$ cat src/rtl/sq_commit_ctrl.sv
// Store-queue commit/drain controller: counts retired stores, writes the oldest one
// to data memory through an IDLE -> REQ -> DEL handshake and de-allocates the queue head.
module sq_commit_ctrl #(
    parameter int unsigned TO_LIMIT = 16
) (
    input  logic        clk,
    input  logic        rstn,
    input  logic        commit,
    input  logic        sq_empty,
    input  logic        head_valid_entry,
    input  logic        head_valid_data,
    input  logic [7:0]  head_addr,
    input  logic [31:0] head_data,
    input  logic        mem_ack,
    output logic [5:0]  head_idx,
    output logic        mem_req,
    output logic [7:0]  mem_addr,
    output logic [31:0] mem_wdata,
    output logic        del,
    output logic [6:0]  pend_cnt,
    output logic        stall,
    output logic        err_nodata,
    output logic        err_timeout,
    output logic        err_ovf
);

    typedef enum logic [1:0] {
        IDLE = 2'd0,
        REQ  = 2'd1,
        DEL  = 2'd2
    } state_t;

    localparam logic [6:0] PEND_MAX   = 7'd64;
    localparam logic [7:0] TO_LIMIT_W = 8'(TO_LIMIT);

    state_t      r_state;
    state_t      w_state_nxt;
    logic [5:0]  r_head_idx;
    logic [6:0]  r_pend_cnt;
    logic [6:0]  w_pend_nxt;
    logic [7:0]  r_wait_cnt;
    logic [7:0]  r_mem_addr;
    logic [31:0] r_mem_wdata;
    logic        r_err_nodata;
    logic        r_err_timeout;
    logic        r_err_ovf;

    logic        w_head_ready;
    logic        w_start;
    logic        w_nodata;
    logic        w_in_req;
    logic        w_in_del;
    logic        w_full;
    logic        w_commit_drop;
    logic        w_commit_acc;
    logic        w_wait_hit;

    assign w_in_req      = (r_state == REQ);
    assign w_in_del      = (r_state == DEL);
    assign w_full        = (r_pend_cnt == PEND_MAX);
    assign w_head_ready  = (r_pend_cnt != 7'd0) && !sq_empty && head_valid_entry;

    // A full counter can still take a commit in DEL because the drain frees a slot that cycle.
    assign w_commit_drop = commit && w_full && !w_in_del;
    assign w_commit_acc  = commit && !w_commit_drop;

    // TO_LIMIT is at least 1, so TO_LIMIT_W - 1 never underflows.
    assign w_wait_hit    = w_in_req && !mem_ack && (r_wait_cnt >= (TO_LIMIT_W - 8'd1));

    // NOTE: every signal written in always_comb gets a default first, so no path can infer a latch.
    always_comb begin
        w_state_nxt = r_state;
        w_start     = 1'b0;
        w_nodata    = 1'b0;
        case (r_state)
            IDLE: begin
                if (w_head_ready) begin
                    if (head_valid_data) begin
                        w_state_nxt = REQ;
                        w_start     = 1'b1;
                    end else begin
                        w_nodata = 1'b1;
                    end
                end
            end
            REQ: begin
                if (mem_ack) begin
                    w_state_nxt = DEL;
                end
            end
            DEL: begin
                w_state_nxt = IDLE;
            end
            default: begin
                w_state_nxt = IDLE;
            end
        endcase
    end

    always_comb begin
        w_pend_nxt = r_pend_cnt;
        case ({w_commit_acc, w_in_del})
            2'b10:   w_pend_nxt = r_pend_cnt + 7'd1;
            2'b01:   w_pend_nxt = r_pend_cnt - 7'd1;
            default: w_pend_nxt = r_pend_cnt;
        endcase
    end

    // NOTE: sequential state uses non-blocking assignments only, so every flop samples pre-edge values.
    always_ff @(posedge clk or negedge rstn) begin
        if (!rstn) begin
            r_state    <= IDLE;
            r_head_idx <= 6'd0;
            r_pend_cnt <= 7'd0;
        end else begin
            r_state    <= w_state_nxt;
            r_pend_cnt <= w_pend_nxt;
            if (w_in_del) begin
                r_head_idx <= r_head_idx + 6'd1;
            end
        end
    end

    always_ff @(posedge clk or negedge rstn) begin
        if (!rstn) begin
            r_wait_cnt <= 8'd0;
        end else if (w_start) begin
            r_wait_cnt <= 8'd0;
        end else if (w_in_req && !mem_ack && (r_wait_cnt != TO_LIMIT_W)) begin
            r_wait_cnt <= r_wait_cnt + 8'd1;
        end
    end

    // Write address/data are latched once on entry to REQ and held for the whole request.
    always_ff @(posedge clk or negedge rstn) begin
        if (!rstn) begin
            r_mem_addr  <= 8'd0;
            r_mem_wdata <= 32'd0;
        end else if (w_start) begin
            r_mem_addr  <= head_addr;
            r_mem_wdata <= head_data;
        end
    end

    always_ff @(posedge clk or negedge rstn) begin
        if (!rstn) begin
            r_err_nodata  <= 1'b0;
            r_err_timeout <= 1'b0;
            r_err_ovf     <= 1'b0;
        end else begin
            if (w_nodata) begin
                r_err_nodata <= 1'b1;
            end
            if (w_wait_hit) begin
                r_err_timeout <= 1'b1;
            end
            if (w_commit_drop) begin
                r_err_ovf <= 1'b1;
            end
        end
    end

    // Decoded straight from state so an asynchronous reset drops the request at once.
    assign mem_req     = w_in_req;
    assign del         = w_in_del;
    assign stall       = w_full;
    assign head_idx    = r_head_idx;
    assign pend_cnt    = r_pend_cnt;
    assign mem_addr    = r_mem_addr;
    assign mem_wdata   = r_mem_wdata;
    assign err_nodata  = r_err_nodata;
    assign err_timeout = r_err_timeout;
    assign err_ovf     = r_err_ovf;

endmodule

$ cat config.mk
export PLATFORM = sky130hd
export DESIGN_NAME = sq_commit_ctrl
export DESIGN_NICKNAME = d
export VERILOG_FILES = /design/src/rtl/sq_commit_ctrl.sv
export SDC_FILE = /design/constraint.sdc
export NUM_CORES = 1
export LEC_CHECK = 0
export CAP_MARGIN = 20
export CORE_ASPECT_RATIO = 0.75
export CORE_MARGIN = 2
export CORE_UTILIZATION = 30
export CTS_CLUSTER_DIAMETER = 100
export DETAILED_ROUTE_END_ITERATION = 10
export PLACE_DENSITY = 0.66
export SYNTH_ARGS = -nofsm -noshare
export SYNTH_HDL_FRONTEND = slang
export SYNTH_SLANG_ARGS = --single-unit
$ cat constraint.sdc
create_clock -name clk -period 6.1 [get_ports clk]
set_input_delay 0.915 -clock clk [delete_from_list [all_inputs] [get_ports clk]]
set_output_delay 0.915 -clock clk [all_outputs]
set_load 0.01 [all_outputs]
==> flow_metrics.env <==
export IMPL_grt_pass1_vias=2288
export IMPL_path_delay_family="compound AO/OA/AOI/OAI gates"
export IMPL_synth_cell_area_sq_um=2877
export IMPL_post_cts_resized=0
export IMPL_ios=106
export IMPL_crit_type="in -> reg"
export IMPL_setup_viol=0
export IMPL_wl_met1_um=3088
export IMPL_path_max_fanout=9
export IMPL_overflow=0
export IMPL_drt_wl_total_um=6724
export IMPL_die_area_sq_um=10400
export IMPL_grt_max_degree=67
export IMPL_drtIter0Drc=122
export IMPL_rows=30
export IMPL_endpoint_kind="register"
export IMPL_clkTransAtPathRegs_ps=60
export IMPL_slew_violations=0
export IMPL_clock_fmax_ghz=0.3238
export IMPL_worstPathCellList="clkdlybuf4s50_1 -> nor2_1 -> ha_1 -> nor2b_1 -> o31a_1 -> o311a_1 -> a211oi_1 -> xnor2_1"
export IMPL_synth_avg_cell_area_sq_um=9.370
export IMPL_cts_tree="done"
export IMPL_rsz0062_at_grt="no"
export IMPL_clkSinkCount=66
export IMPL_required_ps=6340
export IMPL_nNetsFinal=470
export IMPL_hold_buffers=0
export IMPL_cts_made_buffers=9
export IMPL_ys_seq_area_share_pct=57.42
export IMPL_synth_fa_ha_area_share_pct=4.176
export IMPL_status="finished, final reports clean"
export IMPL_period_share_pct=50.63
export IMPL_synth_seq_cells=66
export IMPL_cts_buffer_depth=2
export IMPL_die_width_um=117.1
export IMPL_maxCapViolations=0
export IMPL_gp_congestion=0.7828
export IMPL_synth_compound_area_share_pct=5.742
export IMPL_cellLeakagePower_uw=0.002084
export IMPL_met2_length_um=3106
export IMPL_nFillCells=878
export IMPL_antenna_found_initial=0
export IMPL_viasPerCell=4.430
export IMPL_peakVddDrop_mv=0.1391
export IMPL_seq_area_sq_um=1652
export IMPL_initial_core_util_pct=31.28
export IMPL_fin_tns_setup_ps=0
export IMPL_grt_pass1_wl_um=10690
export IMPL_highest_layer="met4"
export IMPL_fp_dieH_um=88.80
export IMPL_synth_warnings=0
export IMPL_antenna_left=0
export IMPL_multi_input_area_sq_um=1120
export IMPL_cts_setup_buffers=0
export IMPL_met3_length_um=465
export IMPL_max_stage_delay_ps=490
export IMPL_clk_latency_ps=320
export IMPL_finish_utilization_pct=47.67
export IMPL_insertedDiodeCount=0
export IMPL_synth_nets=363
export IMPL_synth_top_family_by_area="simple AND/OR/NAND/NOR gates"
export IMPL_crit_path_top_delay_cell="nor2_1"
export IMPL_first_pass_iters=4
export IMPL_relSlewSlack_pct=33.29
export IMPL_yosys_area_share_simple_pct=23.84
export IMPL_layout_drive_gt1_share_pct=5.251
export IMPL_hpwlAfterDp_um=4734
export IMPL_drc_errors=0
export IMPL_hp_class="reg -> reg"
export IMPL_p_per_area_nw_per_um2=424.8
export IMPL_worst_slew_pin_slew_ps=996.0
export IMPL_r2r_start="r_state[0]$_DFFE_PN0P_"
export IMPL_muxShareOfSynthArea_pct=0
export IMPL_track_usage_pct=13.17
export IMPL_start_kind="primary input"
export IMPL_wire_per_inst_um=12.29
export IMPL_synthXorXnorAreaFrac_pct=5.176
export IMPL_ys_types=34
export IMPL_hp_start="head_idx[5]$_DFFE_PN0N_"
export IMPL_hold_viol=0
export IMPL_cts_htree_levels=3
export IMPL_dr_total_vias=2423
export IMPL_root_buffer="clkbuf_16"
export IMPL_core_area_sq_um=9196
export IMPL_crit_arrival_ps=3330
export IMPL_area_growth_pct=52.41
export IMPL_cp_num_buf_inv=1
export IMPL_skew_ps=6.576
export IMPL_netlist_instances=307
export IMPL_port_buffers=105
export IMPL_crit_start="commit"
export IMPL_finalCriticalPeriod_ps=3088
synth_stat cells:
master,count,area (sq um)
nor4_1,1,6.260
a31oi_1,3,18.77
nand2_1,132,495.5
buf_6,3,33.78
nor2_1,17,63.81
nand2b_1,1,6.260
nor2b_1,2,12.51
and2_2,1,7.510
a21oi_1,3,15.01
a31o_2,1,8.760
fa_1,1,20.02
nor3_1,2,10.01
dfrtp_1,66,1652
o21a_1,1,7.510
o21ai_0,7,35.03
buf_2,3,15.01
xnor2_1,12,105.1
ha_1,8,100.1
inv_1,10,37.54
or2_2,2,12.51
a211oi_1,3,22.52
or4b_1,1,10.01
or3b_1,1,8.760
a21o_1,3,22.52
and3_1,2,12.51
nand4_1,3,18.77
a41oi_1,1,8.760
and2_1,1,6.260
o31a_1,1,8.760
o311a_1,1,10.01
o21bai_1,1,7.510
clkbuf_1,5,18.77
xor2_1,5,43.79
nand3_1,3,15.01
power breakdown:
group / internal (uW) / switching, uW
sequential: 570 / 100
combinational: 336 / 257
clock: 421 / 178
flip-flops by register name, indices dropped and copies added (netlist names):
name and count:
err_nodata 1, err_ovf 1, mem_wdata 32, r_wait_cnt 8
head_idx 6, pend_cnt 7, r_state 2, mem_addr 8
err_timeout 1
through the flow:
step                      cell area [sq um]  std cells  setup WS [ps]  power, uW  hold WS, ps
after CTS                              4384        547           3037       1890        465.7
after detailed placement               4030        531           2720       1278        456.2
after global routing                   4384        547           2882       1985        478.0
after global placement                 4030        531           2768       1262        455.2
after floorplan                        2877        307           3394      925.6        493.2
final                                  4384        547           3012       1862        462.5
placed cells by master (no fill, tap or decap), types with 2 or more instances in the layout:
cell,count
nor2b_1,2
clkdlybuf4s50_1,104
nor2_1,17
clkbuf_8,2
ha_1,8
dfrtp_1,66
xnor2_1,12
nand4_1,3
or2_2,2
buf_4,2
xor2_1,5
a31oi_1,3
a21o_1,3
a21oi_1,3
o21ai_0,7
and3_1,2
nand3_1,3
bufinv_16,3
nand2_1,132
clkbuf_16,9
a211oi_1,3
inv_1,10
nor3_1,2
cell type report:
class	instances	share of cell area (%)
multi-input combinational	220	25.54
tap	128	3.653
clock buffer	12	5.850
inverter	10	0.8562
clock inverter	4	2.226
timing repair buffer	107	24.20
sequential	66	37.67
per-layer routing:
layer / track usage [%] / vias to the layer above
met5: 0 / -
li1: - / 1192
met3: 4.521 / 5
met2: 21.28 / 70
met1: 16.77 / 1156
met4: 4.171 / 0
logic make-up after synthesis:
family / after synthesis
AO/OA/AOI/OAI: 25
XOR/XNOR: 17
flip-flops: 66
buffers and inverters: 21
adder cells (fa/ha/maj): 9
AND/OR/NAND/NOR: 169
worst register-to-register path, stage by stage, from the launching register on:
cell and delay [ps]:
dfrtp_1 390, nand2b_1 270, nor2_1 520, ha_1 380, nor2b_1 160, o31a_1 270, o311a_1 290, a211oi_1 220
xnor2_1 150
worst paths after layout:
check | end | slack (ps) | cells past startpoint
min in group asynchronous | mem_addr[2]$_DFFE_PN0N_ | 790 | 2
min reg2reg | head_idx[5]$_DFFE_PN0N_ | 460 | 1
max reg2reg | pend_cnt[6]$_DFFE_PN0P_ | 3370 | 8
max in group asynchronous | mem_wdata[11]$_DFFE_PN0N_ | 4770 | 2
max | pend_cnt[6]$_DFFE_PN0P_ | 3010 | 8
min | head_idx[5]$_DFFE_PN0N_ | 460 | 1
Note: power is estimated with default switching activity, not from simulation.
